==> src/rtl/ex_mem_pkg.sv <==
// Shared constants for the EX->MEM elastic stage: control bit layout and payload sizing.
package ex_mem_pkg;

  localparam int unsigned CTRL_W        = 4;
  localparam int unsigned CTRL_REG_EN   = 0;
  localparam int unsigned CTRL_MEM_EN   = 1;
  localparam int unsigned CTRL_MEM_WR   = 2;
  localparam int unsigned CTRL_WRT_DMEM = 3;

  localparam int unsigned DATA_W_DEF = 16;
  localparam int unsigned REG_AW_DEF = 3;

  // Payload layout, MSB first: w1_reg, ctrl, writedata, alu_out, r2, halt
  localparam int unsigned PAYLOAD_W = REG_AW_DEF + CTRL_W + 3 * DATA_W_DEF + 1;

  function automatic int unsigned payload_w(input int unsigned data_w,
                                            input int unsigned reg_aw,
                                            input int unsigned ctrl_w);
    return reg_aw + ctrl_w + 3 * data_w + 1;
  endfunction

endpackage

==> src/rtl/ex_mem_skid_stage_pipe_entry.sv <==
// One payload register of the skid stage: load-enabled flop bank with synchronous clear.
module pipe_entry #(
  parameter int unsigned W = 8
) (
  input  logic         clk,
  input  logic         rst,
  input  logic         load,
  input  logic [W-1:0] d,
  output logic [W-1:0] q
);

  always_ff @(posedge clk) begin
    if (rst)       q <= '0;
    else if (load) q <= d;
  end

endmodule

==> src/rtl/ex_mem_skid_stage.sv <==
// Elastic EX->MEM stage: head register M plus skid register S, strict FIFO order,
// flush squash, halt tracking and a saturating stall counter.
module ex_mem_skid_stage #(
  parameter int unsigned DATA_W = 16,
  parameter int unsigned REG_AW = 3,
  parameter int unsigned CTRL_W = 4,
  parameter int unsigned CNT_W  = 16
) (
  input  logic              clk,
  input  logic              rst,
  input  logic              in_valid,
  output logic              in_ready,
  input  logic [REG_AW-1:0] in_w1_reg,
  input  logic [CTRL_W-1:0] in_ctrl,
  input  logic [DATA_W-1:0] in_writedata,
  input  logic [DATA_W-1:0] in_alu_out,
  input  logic [DATA_W-1:0] in_r2,
  input  logic              in_halt,
  input  logic              flush,
  output logic              out_valid,
  input  logic              out_ready,
  output logic [REG_AW-1:0] out_w1_reg,
  output logic [CTRL_W-1:0] out_ctrl,
  output logic [DATA_W-1:0] out_writedata,
  output logic [DATA_W-1:0] out_alu_out,
  output logic [DATA_W-1:0] out_r2,
  output logic              out_halt,
  output logic              halted,
  output logic [CNT_W-1:0]  stall_cnt
);
  import ex_mem_pkg::*;

  localparam int unsigned PW = payload_w(DATA_W, REG_AW, CTRL_W);

  logic          mv, sv, halt_seen;
  logic          accept, consume, load_m, load_s;
  logic [PW-1:0] in_payload, m_d, m_q, s_q;
  logic [CTRL_W-1:0] m_ctrl;
  logic          m_halt;

  assign in_payload = {in_w1_reg, in_ctrl, in_writedata, in_alu_out, in_r2, in_halt};
  assign {out_w1_reg, m_ctrl, out_writedata, out_alu_out, out_r2, m_halt} = m_q;

  // Handshake: flush blocks both directions combinationally
  assign in_ready  = !sv && !halt_seen && !flush;
  assign out_valid = mv && !flush;
  assign out_ctrl  = out_valid ? m_ctrl : '0;
  assign out_halt  = out_valid && m_halt;

  assign accept  = in_valid && in_ready;
  assign consume = out_valid && out_ready;

  // S refills M first so the skid entry is never overtaken
  assign load_m = (consume && sv) || (accept && (!mv || consume));
  assign load_s = accept && mv && !consume;
  assign m_d    = sv ? s_q : in_payload;

  pipe_entry #(.W(PW)) u_m (
    .clk  (clk),
    .rst  (rst),
    .load (load_m),
    .d    (m_d),
    .q    (m_q)
  );

  pipe_entry #(.W(PW)) u_s (
    .clk  (clk),
    .rst  (rst),
    .load (load_s),
    .d    (in_payload),
    .q    (s_q)
  );

  always_ff @(posedge clk) begin
    if (rst) begin
      mv        <= 1'b0;
      sv        <= 1'b0;
      halt_seen <= 1'b0;
    end else if (flush) begin
      mv        <= 1'b0;
      sv        <= 1'b0;
      halt_seen <= 1'b0;
    end else begin
      if (consume)     mv <= sv || accept;
      else if (accept) mv <= 1'b1;

      if (consume && sv) sv <= 1'b0;
      else if (load_s)   sv <= 1'b1;

      if (accept && in_halt) halt_seen <= 1'b1;
    end
  end

  // Halt and stall statistics survive flush; only rst clears them
  always_ff @(posedge clk) begin
    if (rst) begin
      halted    <= 1'b0;
      stall_cnt <= '0;
    end else begin
      if (consume && m_halt) halted <= 1'b1;
      if (out_valid && !out_ready && (stall_cnt != {CNT_W{1'b1}}))
        stall_cnt <= stall_cnt + CNT_W'(1);
    end
  end

endmodule

==> config.mk <==
export PLATFORM = sky130hd
export DESIGN_NAME = ex_mem_skid_stage
export DESIGN_NICKNAME = d
export VERILOG_FILES = /design/src/rtl/ex_mem_pkg.sv /design/src/rtl/ex_mem_skid_stage_pipe_entry.sv /design/src/rtl/ex_mem_skid_stage.sv
export SDC_FILE = /design/constraint.sdc
export NUM_CORES = 1
export LEC_CHECK = 0
export CAP_MARGIN = 10
export CORE_MARGIN = 2
export CORE_UTILIZATION = 52
export CTS_BUF_LIST = sky130_fd_sc_hd__clkbuf_8
export DETAILED_ROUTE_END_ITERATION = 10
export PLACE_DENSITY = 0.83
export SYNTH_ARGS = -nofsm -noshare
export SYNTH_HDL_FRONTEND = slang
export SYNTH_SLANG_ARGS = --single-unit
==> constraint.sdc <==
create_clock -name clk -period 2.8 [get_ports clk]
set_clock_uncertainty 0.2 [all_clocks]
set_input_delay 0.42 -clock clk [delete_from_list [all_inputs] [get_ports clk]]
set_output_delay 0.42 -clock clk [all_outputs]
set_load 0.02 [all_outputs]
==> impl_results.md <==
- Synth Area in Simple Gates: 17.5%
- Status: finished, final reports clean
- Routability cong.: 0.768
- Finished Cell Area: 7270 µm²
- Syn. warnings: 0
- Cell Area, Synth: 5750 µm²
- Multiplexer area fraction after synthesis: 10.3%
- Root Buffer: clkbuf_8
- CP required: 2.18 ns
- Endpoint class of the critical path: output pin
- Main combinational cell family by area after synthesis: simple AND/OR/NAND/NOR gates
- Post-synthesis compound-gate area fraction: 15.6%
- Finished Core Util: 67.3%
- Vias: 4861
- Fill count: 860
- Pre-CTS worst setup slack: 0.101 ns
- Clk buf depth: 2
- Synth Area in Adders: 0.218%
- Setup violations, final: 0
- Synth Register Bits: 132
- Synth Area in XOR/XNOR: 0%
- Hold Crit Class: primary input to flip-flop
- Initial Util: 53.3%
- Synthesis-to-layout area growth: 26.4%
- Met1 GRT Util: 26.8%
- Worst-skew pair later-pin latency: 0.42 ns
- Critical Path, Cell by Cell: nor2b_2 > and2_1 > clkdlybuf4s50_1
- Share of cells above drive strength 1: 6.78%
- Antenna-violating nets left: 0
- Sink Count: 132
- RSZ-0062 raised after global routing: no
- Multi-input gate area: 2540 µm²
- Setup TNS: 0 ns
- Leading area contributor after synthesis: dfxtp_1
- Number of global-route vias before repair: 4639
- Crit path DAT: 1.99 ns
- Seq/Total Area, Yosys: 45.9%
- Crit Path Class: flip-flop to output pin
- Core area: 10800 µm²
- Post-synth EDFFs: 0
- Reg clk slew, reported paths: 0.07 ns
- Mapped Cells: 674
- Fmax: 384 MHz
- DR DRC count: 0
- Worst path bufs/invs: 1
- Antenna violations before repair: 1
- Chip Height: 109 µm
- Net Count, Synth: 736
- Top delay family on crit path: buffers and inverters
- Crit Path Max Fanout: 8
- GRT Overall Usage: 23.2%
- Total grt overflow: 0
- Vias per cell: 5.44
- Register Area: 2650 µm²
- P_leak: 2.35 nW
- Worst-margin pin slew: 0.988 ns
- Area contributors post-synth: dfxtp_1 46%, mux2i_1 9.7%, nand2_1 7.8%, a211oi_1 7.4%, buf_4 6.7%
- Share of the synthesized area in the top cell type: 45.9%
- Die width: 109 µm
- Post-synth ARST share: 0%
- IO Port Bufs: 135
- Iter 0 DRT Violations: 255
- Total Routed Length: 13600 µm
- Cell Area, Placed: 6890 µm²
- GRT met3 Usage: 6.63%
- Htree depth: 4
- CP max stage cell: clkdlybuf4s50_1
- Wire per inst: 15.2 µm
- Yosys cell types: 34
- Die ar.: 11900 µm²
- Synth top cells by count: 132 x dfxtp_1, 119 x nand2_1, 68 x a21oi_1
- Final nets: 803
- Max-slew violation count: 0
- MaxCap Viol Count: 0
- I/O pin total: 136
- Crit path launch type: flip-flop
- Relative slew slack: 34.1%
- Pwr/cell area: 548 nW/µm²
- Max incr delay on CP: 0.61 ns
- TritonCTS clock tree: done
- Grt peak-use layer: met2
- Wire length of the first global-routing pass: 21600 µm
- Smallest setup slack after layout: 0.194 ns
- Detailed placer's ending HPWL: 9290 µm
- Row count: 38
- Drt first pass iters: 6
- Post-layout minimum cycle time: 2.61 ns
- Top_reg_cell synth: dfxtp_1
- Final Cycle Share: 93.1%
- Final hold violations: 0
- Met2 usage: 40.6%
- WHS: 0.211 ns
- Largest net degree at the start of global routing: 63
- Syn_area_per_cell: 8.53 µm²
- Top-count cell post-synth: dfxtp_1
- TritonCTS Buffers: 17
- VDD IR-drop max: 0.000304 V
-- final timing paths --
kind	startpoint	end	slack (ns)	cells past startpoint
setup reg to reg	mv$_SDFFE_PP0P_	stall_cnt[10]$_SDFFE_PP0P_	0.56	4
setup / recovery	mv$_SDFFE_PP0P_	out_halt	0.19	3
hold / removal	rst	halted$_SDFFE_PP0P_	0.21	2
hold reg to reg	u_s.q[7]$_SDFFE_PP0P_	u_s.q[7]$_SDFFE_PP0P_	0.26	2
-- report_power, final --
part / total, mW / switching, mW / internal [mW]
clock network: 1.50 / 0.666 / 0.832
logic: 0.497 / 0.250 / 0.247
registers: 1.98 / 0.0408 / 1.94
total: 3.98 / 0.957 / 3.02
-- metrics by stage --
| step | total power, mW | instances |
|---|---|---|
| 2_1_floorplan | 2.33 | 674 |
| 3_3_place_gp | 2.51 | 862 |
| 3_5_place_dp | 2.52 | 862 |
| 4_1_cts | 4.01 | 892 |
| 5_1_grt | 4.14 | 892 |
| 6_report | 3.98 | 893 |
-- cell usage in the layout, fill, tap and decap left out, drive strengths merged, types with 2 or more instances in the layout --
master         synthesis  final
mux2                   3      3
dfxtp                132    132
o21ai                  5      5
clkdlybuf4s50          0    134
or3                    7      7
clkinv                 0      3
a211oi                57     57
or3b                   2      2
clkbuf                45     20
inv                    4      9
or4                    3      3
nand2                119    119
o31ai                  6      6
nor4                   5      5
mux2i                 56     56
bufinv                 0      2
nand4                  8      8
and4                   2      2
nor2b                  4      4
buf                   58     17
nand3                  2      2
nor3b                  2      2
and2                   6      6
a41oi                  2      2
nor2                  63     63
nor3                   7      7
a21oi                 68     68
-- routing by layer --
metal / wire [µm] / vias up
li1: - / 2420
met1: 5520 / 2287
met2: 7060 / 134
met3: 779 / 20
met4: 225 / 0
met5: 0 / -
-- state kept, by name, indices dropped and copies added, names as in the netlist --
| name | flops |
|---|---|
| u_s.q | 56 |
| stall_cnt | 16 |
| halted | 1 |
| u_m.q | 56 |
| halt_seen | 1 |
| mv | 1 |
| sv | 1 |
-- timing repair --
| item | 4_1_cts | 5_1_grt |
|---|---|---|
| setup endpoints to repair | 0 | 1 |
| hold buffers | 0 | 0 |
| resized for setup | 0 | 1 |
| hold endpoints to repair | 0 | 0 |
| setup buffers | 0 | 0 |
-- logic make-up after synthesis --
family	after synthesis
AO/OA/AOI/OAI	143
buffers and inverters	107
flip-flops	132
AND/OR/NAND/NOR	232
multiplexers	59
adder cells (fa/ha/maj)	1
-- area by class of cell --
| class | instances | share of cell area [%] |
|---|---|---|
| Sequential cell | 132 | 36.4 |
| Clock inverter | 10 | 1.29 |
| Inverter | 4 | 0.207 |
| Tap cell | 140 | 2.41 |
| Clock buffer | 20 | 3.79 |
| Multi-Input combinational cell | 435 | 35.0 |
| Timing Repair Buffer | 151 | 20.9 |
| Antenna cell | 1 | 0.0344 |
Power figures use the tool's default switching activity.
